## src/rtl/fft_in_packer_pkg.sv

```systemverilog
// Shared FFT definitions: sample width, lane count and the complex sample type
// used by the input packer and the butterfly stages.
package fft_pkg;

    localparam int SAMPLE_W = 13;
    localparam int N_LANE   = 16;
    localparam int LANE_W   = $clog2(N_LANE);

    typedef struct packed {
        logic signed [SAMPLE_W-1:0] re;
        logic signed [SAMPLE_W-1:0] im;
    } cplx_t;

    // Number of occupied banks in the two-bank ping-pong buffer.
    function automatic logic [1:0] count_full(input logic [1:0] full);
        return {1'b0, full[0]} + {1'b0, full[1]};
    endfunction

endpackage

```

## src/rtl/fft_in_packer_if.sv

```systemverilog
// Sample stream in, packed 16-lane block out, for the FFT input packer.
interface fft_in_packer_if #(
    parameter int SAMPLE_W = fft_pkg::SAMPLE_W,
    parameter int N_LANE   = fft_pkg::N_LANE
);
    logic                       s_valid;
    logic                       s_ready;
    logic signed [SAMPLE_W-1:0] s_real;
    logic signed [SAMPLE_W-1:0] s_imag;
    logic                       valid_out;
    logic signed [SAMPLE_W-1:0] out_real [0:N_LANE-1];
    logic signed [SAMPLE_W-1:0] out_imag [0:N_LANE-1];

    modport master (
        output s_valid, s_real, s_imag,
        input  s_ready, valid_out, out_real, out_imag
    );

    modport slave (
        input  s_valid, s_real, s_imag,
        output s_ready, valid_out, out_real, out_imag
    );
endinterface

```

## src/rtl/fft_in_packer_bank.sv

```systemverilog
// One 16-entry complex register bank: indexed single write, all entries read in parallel.
module fft_pack_bank #(
    parameter int SAMPLE_W = fft_pkg::SAMPLE_W,
    parameter int N_LANE   = fft_pkg::N_LANE,
    parameter int AW       = $clog2(N_LANE)
) (
    input  logic                       clk,
    input  logic                       we,
    input  logic [AW-1:0]              waddr,
    input  logic signed [SAMPLE_W-1:0] wr_real,
    input  logic signed [SAMPLE_W-1:0] wr_imag,
    output logic signed [SAMPLE_W-1:0] rd_real [0:N_LANE-1],
    output logic signed [SAMPLE_W-1:0] rd_imag [0:N_LANE-1]
);

    logic signed [SAMPLE_W-1:0] mem_real [0:N_LANE-1];
    logic signed [SAMPLE_W-1:0] mem_imag [0:N_LANE-1];

    // Storage is intentionally left out of reset; the packer's full flags gate its use.
    always_ff @(posedge clk) begin
        if (we) begin
            mem_real[waddr] <= wr_real;
            mem_imag[waddr] <= wr_imag;
        end
    end

    for (genvar gi = 0; gi < N_LANE; gi++) begin : g_rd
        assign rd_real[gi] = mem_real[gi];
        assign rd_imag[gi] = mem_imag[gi];
    end

endmodule

```

## src/rtl/fft_in_packer.sv

```systemverilog
// Serial-to-parallel packer: collects 16 complex samples per block into ping-pong
// banks and presents each block to the 16-lane butterfly input as a one-cycle pulse.
module fft_in_packer #(
    parameter int SAMPLE_W = fft_pkg::SAMPLE_W,
    parameter int N_LANE   = fft_pkg::N_LANE
) (
    input  logic                       clk,
    input  logic                       rstn,
    input  logic                       flush,
    input  logic                       hold,
    output logic [fft_pkg::LANE_W-1:0] fill_level,
    output logic [1:0]                 blocks_pending,
    fft_in_packer_if.slave             io
);
    import fft_pkg::*;

    localparam logic [LANE_W-1:0] LAST_IDX = LANE_W'(N_LANE - 1);

    logic              wr_bank_reg, wr_bank_next;
    logic              rd_bank_reg, rd_bank_next;
    logic [LANE_W-1:0] wr_idx_reg,  wr_idx_next;
    logic [1:0]        full_reg,    full_next;
    logic              valid_out_reg;

    logic accept;
    logic emit;
    logic [1:0] bank_we;

    logic signed [SAMPLE_W-1:0] bank_real    [0:1][0:N_LANE-1];
    logic signed [SAMPLE_W-1:0] bank_imag    [0:1][0:N_LANE-1];
    logic signed [SAMPLE_W-1:0] out_real_reg [0:N_LANE-1];
    logic signed [SAMPLE_W-1:0] out_imag_reg [0:N_LANE-1];

    // Ready looks only at registered occupancy, so a bank freed this edge is usable next cycle.
    assign io.s_ready = !full_reg[wr_bank_reg] && !flush;
    assign accept     = io.s_valid && io.s_ready;
    assign emit       = full_reg[rd_bank_reg] && !hold && !flush;

    always_comb begin
        full_next    = full_reg;
        wr_idx_next  = wr_idx_reg;
        wr_bank_next = wr_bank_reg;
        rd_bank_next = rd_bank_reg;
        if (accept) begin
            wr_idx_next = wr_idx_reg + LANE_W'(1);
            if (wr_idx_reg == LAST_IDX) begin
                full_next[wr_bank_reg] = 1'b1;
                wr_bank_next           = !wr_bank_reg;
            end
        end
        // Accept and emit always target different banks, so both updates can land together.
        if (emit) begin
            full_next[rd_bank_reg] = 1'b0;
            rd_bank_next           = !rd_bank_reg;
        end
    end

    always_ff @(posedge clk or negedge rstn) begin
        if (!rstn) begin
            wr_bank_reg   <= 1'b0;
            rd_bank_reg   <= 1'b0;
            wr_idx_reg    <= '0;
            full_reg      <= '0;
            valid_out_reg <= 1'b0;
        end else if (flush) begin
            wr_bank_reg   <= 1'b0;
            rd_bank_reg   <= 1'b0;
            wr_idx_reg    <= '0;
            full_reg      <= '0;
            valid_out_reg <= 1'b0;
        end else begin
            wr_bank_reg   <= wr_bank_next;
            rd_bank_reg   <= rd_bank_next;
            wr_idx_reg    <= wr_idx_next;
            full_reg      <= full_next;
            valid_out_reg <= emit;
        end
    end

    for (genvar gi = 0; gi < 2; gi++) begin : g_bank
        assign bank_we[gi] = accept && (wr_bank_reg == gi[0]);

        fft_pack_bank #(
            .SAMPLE_W (SAMPLE_W),
            .N_LANE   (N_LANE)
        ) u_bank (
            .clk     (clk),
            .we      (bank_we[gi]),
            .waddr   (wr_idx_reg),
            .wr_real (io.s_real),
            .wr_imag (io.s_imag),
            .rd_real (bank_real[gi]),
            .rd_imag (bank_imag[gi])
        );
    end

    // Output lanes only move on emission; flush leaves the last block visible.
    for (genvar gi = 0; gi < N_LANE; gi++) begin : g_lane
        always_ff @(posedge clk or negedge rstn) begin
            if (!rstn) begin
                out_real_reg[gi] <= '0;
                out_imag_reg[gi] <= '0;
            end else if (emit) begin
                out_real_reg[gi] <= rd_bank_reg ? bank_real[1][gi] : bank_real[0][gi];
                out_imag_reg[gi] <= rd_bank_reg ? bank_imag[1][gi] : bank_imag[0][gi];
            end
        end

        assign io.out_real[gi] = out_real_reg[gi];
        assign io.out_imag[gi] = out_imag_reg[gi];
    end

    assign io.valid_out     = valid_out_reg;
    assign fill_level       = wr_idx_reg;
    assign blocks_pending   = count_full(full_reg);

endmodule

```

## src/flat_wrapper.sv

```systemverilog
// flat-port wrapper written by rule: the top's interface ports become plain ports
module fft_in_packer_flat import fft_pkg::*;
#(
    parameter int SAMPLE_W = fft_pkg::SAMPLE_W,
    parameter int N_LANE   = fft_pkg::N_LANE
)
  (clk, rstn, flush, hold, fill_level, blocks_pending, io_s_valid, io_s_real, io_s_imag, io_s_ready, io_valid_out, io_out_real, io_out_imag);
  fft_in_packer_if #(.SAMPLE_W(SAMPLE_W), .N_LANE(N_LANE)) io_i ();
  input  logic clk;
  input  logic rstn;
  input  logic flush;
  input  logic hold;
  output logic [fft_pkg::LANE_W-1:0] fill_level;
  output logic [1:0] blocks_pending;
  input wire logic [$bits(io_i.s_valid)-1:0] io_s_valid;
  input wire logic [$bits(io_i.s_real)-1:0] io_s_real;
  input wire logic [$bits(io_i.s_imag)-1:0] io_s_imag;
  output wire logic [$bits(io_i.s_ready)-1:0] io_s_ready;
  output wire logic [$bits(io_i.valid_out)-1:0] io_valid_out;
  output wire logic [$bits(io_i.out_real)-1:0] io_out_real;
  output wire logic [$bits(io_i.out_imag)-1:0] io_out_imag;
  assign io_i.s_valid = io_s_valid;
  assign io_i.s_real = io_s_real;
  assign io_i.s_imag = io_s_imag;
  assign io_s_ready = io_i.s_ready;
  assign io_valid_out = io_i.valid_out;
  assign io_out_real = {>>{io_i.out_real}};
  assign io_out_imag = {>>{io_i.out_imag}};
  fft_in_packer #(.SAMPLE_W(SAMPLE_W), .N_LANE(N_LANE)) u_core (.clk(clk), .rstn(rstn), .flush(flush), .hold(hold), .fill_level(fill_level), .blocks_pending(blocks_pending), .io(io_i));
endmodule
```

## config.mk

```make
export PLATFORM = sky130hd
export DESIGN_NAME = fft_in_packer_flat
export DESIGN_NICKNAME = d
export VERILOG_FILES = /design/src/rtl/fft_in_packer_pkg.sv /design/src/rtl/fft_in_packer_if.sv /design/src/rtl/fft_in_packer_bank.sv /design/src/rtl/fft_in_packer.sv /design/src/flat_wrapper.sv
export SDC_FILE = /design/constraint.sdc
export NUM_CORES = 1
export LEC_CHECK = 0
export ABC_AREA = 1
export BUFFER_PORTS_ARGS = -buffer_cell sky130_fd_sc_hd__clkbuf_2
export CAP_MARGIN = 20
export CORE_MARGIN = 5
export CORE_UTILIZATION = 50
export DETAILED_ROUTE_END_ITERATION = 7
export PLACE_DENSITY_LB_ADDON = 0.25
export SLEW_MARGIN = 10
export SYNTH_ARGS = -nofsm -noshare
export SYNTH_HDL_FRONTEND = slang
export SYNTH_SLANG_ARGS = --single-unit
```

## constraint.sdc

```tcl
create_clock -name clk -period 8.62 [get_ports clk]
set_clock_uncertainty 0.1 [all_clocks]
set_input_delay 1.293 -clock clk [delete_from_list [all_inputs] [get_ports clk]]
set_output_delay 1.293 -clock clk [all_outputs]
set_load 0.005 [all_outputs]
```

## Word-level counts from Yosys, hierarchy flattened

Memory sizes are Yosys's and may differ from the RTL's.
Cells that the tools add are included.

- Flip-flop bits (word level): 425
- Bits in writable memories: 832
- Output and inout bits: 424
- Word-level logic and storage cells: 125
- Memories kept: 4

Memories:

| memory | depth | width | read ports | clocked after memory_dff | wr ports | RTL line | text |
|---|---|---|---|---|---|---|---|
| u_core.g_bank[0].u_bank.mem_imag | 16 | 13 | 16 | 0 | 1 | fft_in_packer_bank.sv:17 | `logic signed [SAMPLE_W-1:0] mem_imag [0:N_LANE-1];` |
| u_core.g_bank[0].u_bank.mem_real | 16 | 13 | 16 | 0 | 1 | fft_in_packer_bank.sv:16 | `logic signed [SAMPLE_W-1:0] mem_real [0:N_LANE-1];` |
| u_core.g_bank[1].u_bank.mem_imag | 16 | 13 | 16 | 0 | 1 | fft_in_packer_bank.sv:17 |  |
| u_core.g_bank[1].u_bank.mem_real | 16 | 13 | 16 | 0 | 1 | fft_in_packer_bank.sv:16 |  |

- Add/subtract/negate cells: 2
- Order comparisons: 4
- Equal/unequal tests: 1
- Multiplexer cells: 56
- Bitwise operators: 4
- Reductions and logical operators: 17

Operators with widths:

| operator | count |
|---|---|
| 2-to-1 mux 13 bit | 32 |
| 2-to-1 mux 1 bit | 16 |
| logical AND 1 bit | 8 |
| 2-to-1 mux 2 bit | 4 |
| 2-to-1 mux 4 bit | 2 |
| nonzero test 2 bit | 3 |
| zero test 1 bit | 5 |
| adder 4 x 1 -> 4 bit (second input constant) | 1 |
| == test 4 bit (second input constant) | 1 |
| < comparator 1 x 2 -> 1 bit (second input constant) | 2 |
| adder 1 x 1 -> 2 bit | 1 |
| bitwise AND 2 bit | 1 |
| demux 1 bit (select 1 bit) | 2 |
| greater-or-equal comparator 1 bit (second input constant) | 2 |
| NOT 2 bit | 1 |
| bitwise OR 2 bit | 1 |
| AND reduction 2 bit | 1 |
| NOT 1 bit | 1 |

## Logic depth before layout (Yosys ltp)

Gate-level depths: netlist (run 1).

- Depth after elaboration: 10
- Gate-level depth with buffers: 9

## Cells and area by module

Synthesis (run 1) repeated with hierarchy kept, for this count alone.

- Cell total of the unflattened synthesis: 2772
- Area total of the unflattened synthesis: 44893.1 µm²

By module, submodules not included:

| module | times used | cells an instance | area each (µm²) |
|---|---|---|---|
| fft_in_packer | 1 | 1879 | 19667.6 |
| fft_pack_bank (u_core.g_bank[1].u_bank) | 1 | 449 | 12623.4 |
| fft_pack_bank (u_core.g_bank[0].u_bank) | 1 | 444 | 12602.1 |

## Worst setup path before layout (run 1)

Ideal clock, no wire load.

- Path type: input -> register
- Start: input port flush
- End: memory u_core.g_bank[1].u_bank.mem_imag[10][0], enable pin
- Library setup time: 409 ps
- Arrival: 3149 ps
- Slack: 4962 ps
- Stages on the path: 6
- Cells stage by stage: inv_1 > nand3_1 > nor2_4 > nand2_1 > buf_2 > nor2_1

- Word-level cells in the longest chain between the ends: 6

Ends and longest elaborated chain:

| element | RTL line | text |
|---|---|---|
| start, declared | flat_wrapper.sv:11 | `input logic flush;` |
| zero test 1 bit | fft_in_packer.sv:35 | `assign io.s_ready = !full_reg[wr_bank_reg] && !flush;` |
| logical AND 1 bit | fft_in_packer.sv:35 |  |
| logical AND 1 bit | fft_in_packer.sv:36 | `assign accept = io.s_valid && io.s_ready;` |
| logical AND 1 bit | fft_in_packer.sv:81 | `assign bank_we[gi] = accept && (wr_bank_reg == gi[0]);` |
| 2-to-1 mux 1 bit | fft_in_packer_bank.sv:21 | `if (we) begin` |
| 2-to-1 mux 1 bit (implied by the code) | fft_in_packer_bank.sv:23 | `mem_imag[waddr] <= wr_imag;` |
| end, declared | fft_in_packer_bank.sv:17 |  |

No other way between the ends.

## Final worst setup path (run 1)

- Start: register u_core.rd_bank_reg
- End: register u_core.out_real_reg, in the netlist u_core.io.out_real[168]

- Word-level cells in the longest chain between the ends: 4

Ends and longest elaborated chain:

| element | RTL line | text |
|---|---|---|
| start, declared | fft_in_packer.sv:20 | `logic rd_bank_reg, rd_bank_next;` |
| start signal, assigned | fft_in_packer.sv:73 | `rd_bank_reg <= rd_bank_next;` |
| 2-to-1 mux 1 bit (implied by the code) (2 in series) | fft_in_packer.sv:37 | `assign emit = full_reg[rd_bank_reg] && !hold && !flush;` |
| logical AND 1 bit (2 in series) | fft_in_packer.sv:37 |  |
| end signal, assigned by index | fft_in_packer.sv:104 | `out_real_reg[gi] <= rd_bank_reg ? bank_real[1][gi] : bank_real[0][gi];` |
| end, declared | fft_in_packer.sv:31 | `logic signed [SAMPLE_W-1:0] out_real_reg [0:N_LANE-1];` |

Several ways; a longest one is shown, not always the timed one. The select of a mux whose other input is x is not followed.
A chain may end at the register's enable or synchronous reset.

==> flow_summary_export.csv, run 1 <==
group,metric,value,unit
setup_path,crit_type,"reg2reg",
place,hpwl,62200,µm
route,drc,0,
setup_path,crit_family,"buffers and inverters",
finish,regArea,0.0356,mm²
route,drt-pass1-iter-count,5,
sta,fin_ws,4980,ps
logic_synthesis,synth_area,0.0449,mm²
sta,hold_viol_final,0,
power,finalPower,14.8,mW
finish,nNetsFinal,3297,
setup_path,max_stage_delay,1130,ps
setup_path,critPathBufInv,2,
logic_synthesis,synth_top_area_share,55.7,%
cts,ctsHoldBuffers,0,
route,postRouteAntennaNets,0,
logic_synthesis,async_flop_share,33.8,%
place,io_buffers,454,
sta,hold_ws,384,ps
place,place_congestion,0.781,
floorplanning,io_pins,455,
grt,grt_max_degree,267,
grt,grt_overflow_total,0,
grt,grtUsageTotal,22.8,%
setup_path,worstPathArrival,4070,ps
floorplanning,rows,109,
route,via_per_inst,5.37,
setup_path,worstSetupStartpointType,"flop",
sta,rsz0062_at_grt,"false",
logic_synthesis,synth-edff-count,832,
floorplanning,fp.dieW,310,µm
cts,cts-root-buf,"clkbuf_16",
logic_synthesis,synth_seq_cells,1257,
cts,cts_inserted_buffers,121,
cts,post_cts_buffers,0,
logic_synthesis,yosysWarnings,0,
cts,cts_buffer_depth,3,
setup_path,cpMaxStageDelayCell,"dfrtp_4",
cts,cts_resized,0,
cts,cts_num_sinks,1257,
sta,slew_headroom,24.6,%
place,placed_cells,4301,
sta,finalMaxSlewViolations,0,
floorplanning,coreArea,0.0888,mm²
finish,fin_cells,4539,
finish,multi_input_area,0.00843,mm²
logic_synthesis,seq_area_frac_synth,79.4,%
finish,utilization,59.2,%
cts,clkLatencyLatePin,680,ps
route,finalWirelength,110000,µm
finish,fin_area,0.0525,mm²
setup_path,crit_top_cell,"buf_12",
logic_synthesis,syn-instance-count,2768,
power,power-per-cell-area,282,mW/mm²
route,avgRoutedWirePerCell,24.2,µm
setup_path,cp_cell_sequence,"buf_12, buf_12, mux2i_1, o21ai_1",
floorplanning,start_util,50.5,%
cts,h-tree-depth,3,
finish,layout-area-overhead-vs-synth,17.1,%
finish,drive_gt1_share,22.0,%
setup_path,required,9040,ps
sta,max_freq,274,MHz
finish,largestRegisters,"u_core.g_bank.u_bank.mem_imag (416), u_core.g_bank.u_bank.mem_real (416)",
sta,min_period,3640,ps
logic_synthesis,syn-num-nets,2804,
floorplanning,die_y,310,µm
logic_synthesis,yosys.area.top_type,"edfxtp_1",
sta,finalSetupTns,0,ps
floorplanning,die_area,0.0958,mm²
logic_synthesis,yosysMostFrequentCell,"edfxtp_1",
grt,antenna_found_initial,5,
grt,grt_pass1_vias,24700,
route,drt_iter0_markers,2401,
sta,setup_viol,0,
logic_synthesis,synth.avg_cell_area,16.2,µm²
place,placed_area,0.0484,mm²
cts,cts_tree,"built",
status,status,"finished clean",
power,p_leak,19.9,nW
setup_path,end_kind,"flop",
sta,tightest_slew,1130,ps
run,drv_cap,0,
place,preCtsSetupSlack,4950,ps
grt,grt_pass1_wl,161000,µm
logic_synthesis,synth_common_cells,"832 x edfxtp_1, 453 x nand2_1, 425 x dfrtp_1",
sta,fin_crit_sh,42.3,%
logic_synthesis,synthTopCellsByArea,"edfxtp_1 56%, dfrtp_1 24%, mux2i_1 9.3%",
route,vias,24400,
logic_synthesis,synth_cell_type_count,24,
logic_synthesis,synthFlopType,"edfxtp_1",
setup_path,worstPathMaxFanout,118,
cts,cts.clk_slew.worst_paths,60,ps
min_path,hold_class,"reg2reg",
power,ir_worst_vdd,0.191,mV
finish,n_fill_cell,6686,
logic make-up (layout without fill, tap and decap cells):
family	after synthesis	after routing	synth area share (%)
other cells	0	6	0
compound gates	424	424	4.75
buf+inv	157	757	2.09
mux	416	416	9.28
simple gates	508	508	4.33
xor+xnor	1	1	0.0195
flops	1257	1257	79.4
fa+ha+maj	5	5	0.139
report_power, final:
group          internal [mW]  total, mW  switching [mW]
logic                  0.785       1.77           0.980
clock network           3.15       5.36            2.21
registers               7.13       7.68           0.552
final timing paths:
path | depth (start not counted) | startpoint | to | slack, ps
worst max-delay path | 4 | u_core.rd_bank_reg | u_core.io.out_real[168] | 4980
worst min-delay path | 2 | u_core.io.out_imag[198] | u_core.io.out_imag[198] | 380
worst max register to register | 4 | u_core.rd_bank_reg | u_core.io.out_real[168] | 4980
worst min register to register | 2 | u_core.io.out_imag[198] | u_core.io.out_imag[198] | 380
max in group asynchronous | 2 | rstn | u_core.rd_bank_reg | 6500
min in group asynchronous | 1 | rstn | u_core.io.out_imag[196] | 460
layout make-up:
cell class	count	share of cell area [%]
Sequential cell	1257	67.8
Tap cell	1165	2.77
Antenna cell	6	0.0286
Clock inverter	57	1.23
Multi-Input combinational cell	1354	16.0
Inverter	14	0.100
Timing Repair Buffer	513	5.43
Clock buffer	173	6.59
worst reg2reg max path: cells and delay by family (launching register included):
kind,cells,cell delay (ps)
DFF,1,1130
muxes,1,660
AOI/OAI and AO/OA,1,110
buffers and inverters,2,1490
layer usage:
metal | up-vias | wire (µm) | global-route usage, %
li1 | 11100 | - | -
met1 | 12300 | 45400 | 31.5
met2 | 861 | 52900 | 36.8
met3 | 133 | 9120 | 5.60
met4 | 0 | 2500 | 6.40
met5 | - | 0 | 0
cell usage in the layout, fill, tap and decap left out, types with 2 or more instances in the layout:
cell type	n
clkinvlp_4	4
clkinv_1	9
clkbuf_1	29
ha_1	5
nor2_2	25
buf_12	8
diode_2	6
clkinv_8	3
nand3_1	13
buf_8	2
mux2i_1	416
edfxtp_1	832
inv_1	13
nor2_1	6
clkbuf_16	122
a21oi_2	2
inv_6	2
clkinv_2	25
buf_4	49
nand2_1	453
bufinv_16	12
nand4_1	2
clkbuf_2	453
o21ai_1	369
o21ai_0	51
clkbuf_8	22
dfrtp_1	424
nor2_4	7
Note: power is estimated with default switching activity, not from simulation.
==> inputs of run 2 (changes only) <==
==> constraint.sdc (replaced) <==
create_clock -name clk -period 3.5 [get_ports clk]
set_clock_uncertainty 0.1 [all_clocks]
set_input_delay 0.525 -clock clk [delete_from_list [all_inputs] [get_ports clk]]
set_output_delay 0.525 -clock clk [all_outputs]
set_load 0.005 [all_outputs]
==> run 2 against run 1 <==
  * The run now ends with antenna rules left
  * Critical endpoint is now u_core.g_bank[0].u_bank.mem_imag[3][8]
  * Critical path type unchanged
  * Fmax increased by 36%
  * Via count grew 0.89%
  * Critical path depth rose by 3
  * Worst hold slack got worse by 300 ps
  * Highest routed layer unchanged
==> flow_summary_export.csv, run 2 (same netlist as run 1, synthesis figures left out) <==
group,metric,value,unit
floorplanning,io_pins,455,
floorplanning,rows,109,
route,via_per_inst,5.41,
finish,final_cell_mix,"832 x edfxtp_1, 453 x nand2_1, 453 x clkbuf_2",
finish,layout-area-overhead-vs-synth,17.3,%
floorplanning,die_y,310,µm
setup_path,crit_type,"reg2reg",
floorplanning,die_area,0.0958,mm²
grt,antenna_found_initial,6,
status,status,"complete, but fails checks",
sta,rsz0062_at_grt,"false",
route,drc,0,
setup_path,worstPathMaxFanout,26,
power,ir_worst_vdd,0.452,mV
finish,largestRegisters,"u_core.g_bank.u_bank.mem_imag (416), u_core.g_bank.u_bank.mem_real (416)",
setup_path,worstSetupStartpointType,"flop",
cts,cts-root-buf,"clkbuf_16",
grt,grt_pass1_vias,24400,
cts,cts.clk_slew.worst_paths,60,ps
sta,max_freq,374,MHz
status,violations,"antenna rules",
finish,drive_gt1_share,22.2,%
power,power-per-cell-area,685,mW/mm²
setup_path,cpMaxStageDelayCell,"nor2_4",
finish,nNetsFinal,3308,
finish,fin_area,0.0526,mm²
setup_path,r2r_start,"u_core.wr_bank_reg",
place,io_buffers,454,
cts,cts_resized,0,
setup_path,cp_cell_sequence,"inv_1, nand2_1, nand3_1, nor2_4, nand2_1, buf_4, nor2_4",
cts,cts_num_sinks,1257,
sta,min_period,2670,ps
min_path,holdPathEnd,"u_core.rd_bank_reg",
run,drv_cap,0,
setup_path,end_kind,"flop",
min_path,hold_class,"in2reg",
place,preCtsSetupSlack,602,ps
grt,grt_max_degree,143,
setup_path,required,3710,ps
sta,finalMaxSlewViolations,0,
sta,setup_viol,0,
setup_path,r2r_end,"u_core.g_bank[0].u_bank.mem_imag[3][8]",
min_path,worstHoldStart,"hold",
sta,fin_crit_sh,76.4,%
sta,tightest_slew,1130,ps
cts,cts_tree,"built",
cts,cts_inserted_buffers,119,
sta,slew_headroom,24.4,%
floorplanning,coreArea,0.0888,mm²
setup_path,reg2reg_slack,830,ps
route,drt-pass1-iter-count,6,
finish,n_fill_cell,6678,
cts,cts_buffer_depth,3,
route,postRouteAntennaNets,1,
floorplanning,fp.dieW,310,µm
place,place_congestion,0.819,
route,vias,24600,
grt,grt_overflow_total,0,
min_path,hold_depth,4,
sta,finalSetupTns,0,ps
finish,fin_cells,4547,
route,drt_iter0_markers,2663,
place,placed_cells,4309,
setup_path,worstRegToRegCells,7,
setup_path,worstPathArrival,2880,ps
cts,post_cts_buffers,0,
finish,final_common_cell,"edfxtp_1",
route,avgRoutedWirePerCell,24.6,µm
grt,grt_pass1_wl,161000,µm
sta,fin_ws,826,ps
setup_path,crit_family,"simple AND/OR/NAND/NOR gates",
grt,grtUsageTotal,23.0,%
setup_path,critPathBufInv,2,
route,finalWirelength,112000,µm
cts,h-tree-depth,3,
cts,clkLatencyLatePin,670,ps
power,p_leak,19.9,nW
place,placed_area,0.0485,mm²
sta,hold_viol_final,0,
place,hpwl,69400,µm
setup_path,max_stage_delay,620,ps
floorplanning,start_util,50.5,%
[run 2: final cells by class]
type | count | area [µm²] | area share [%]
sequential | 1257 | 35600 | 67.7
multi-input combinational | 1354 | 8430 | 16.0
clock buffer | 175 | 3480 | 6.62
timing repair buffer | 526 | 3040 | 5.78
tap | 1165 | 1460 | 2.77
clock inverter | 49 | 505 | 0.961
inverter | 14 | 52.6 | 0.0999
antenna | 7 | 17.5 | 0.0333
[run 2: layer usage]
layer | up-vias | part of all wire, % | global-route usage [%]
li1 | 11100 | - | -
met1 | 12400 | 41 | 31.8
met2 | 932 | 49 | 38.0
met3 | 145 | 7.9 | 4.76
met4 | 0 | 2.2 | 6.25
met5 | - | 0 | 0
[run 2: power by group]
part           switching, mW  internal (mW)
logic                   2.40           1.96
clock network           5.41           7.48
registers               1.21           17.5
total                   9.03           27.0
[run 2: worst max path at each step]
stage,startpoint,to,slack [ps],cells after the start
2_1_floorplan,flush,u_core.g_bank[1].u_bank.mem_imag[10][0],610,6
3_3_place_gp,flush,u_core.g_bank[0].u_bank.mem_imag[3][0],640,7
3_5_place_dp,flush,u_core.g_bank[0].u_bank.mem_imag[3][0],600,7
4_1_cts,u_core.wr_bank_reg,u_core.g_bank[0].u_bank.mem_imag[3][8],880,7
5_1_grt,u_core.wr_bank_reg,u_core.g_bank[0].u_bank.mem_imag[3][4],670,7
6_report,u_core.wr_bank_reg,u_core.g_bank[0].u_bank.mem_imag[3][8],830,7
[run 2: what timing repair did]
| action | CTS | global route |
|---|---|---|
| hold buffers | 1 | 0 |
| hold endpoints to repair | 49 | 0 |
| endpoints found under the setup margin | 0 | 0 |
[run 2: worst reg2reg max path: cells and delay by family, from the launching register on]
| kind | cells | cell delay (ps) |
|---|---|---|
| buffers and inverters | 2 | 400 |
| and+or+nand+nor | 5 | 1360 |
| DFF | 1 | 410 |
[run 2: through the flow]
stage	hold WS [ps]	total power, mW	util [%]
3_3_place_gp	372	23.3	54.6
5_1_grt	85.9	37.6	59.2
4_1_cts	40.1	36.3	59.1
2_1_floorplan	129	20.4	-
6_report	88.7	36.0	59.3
3_5_place_dp	377	23.5	54.6
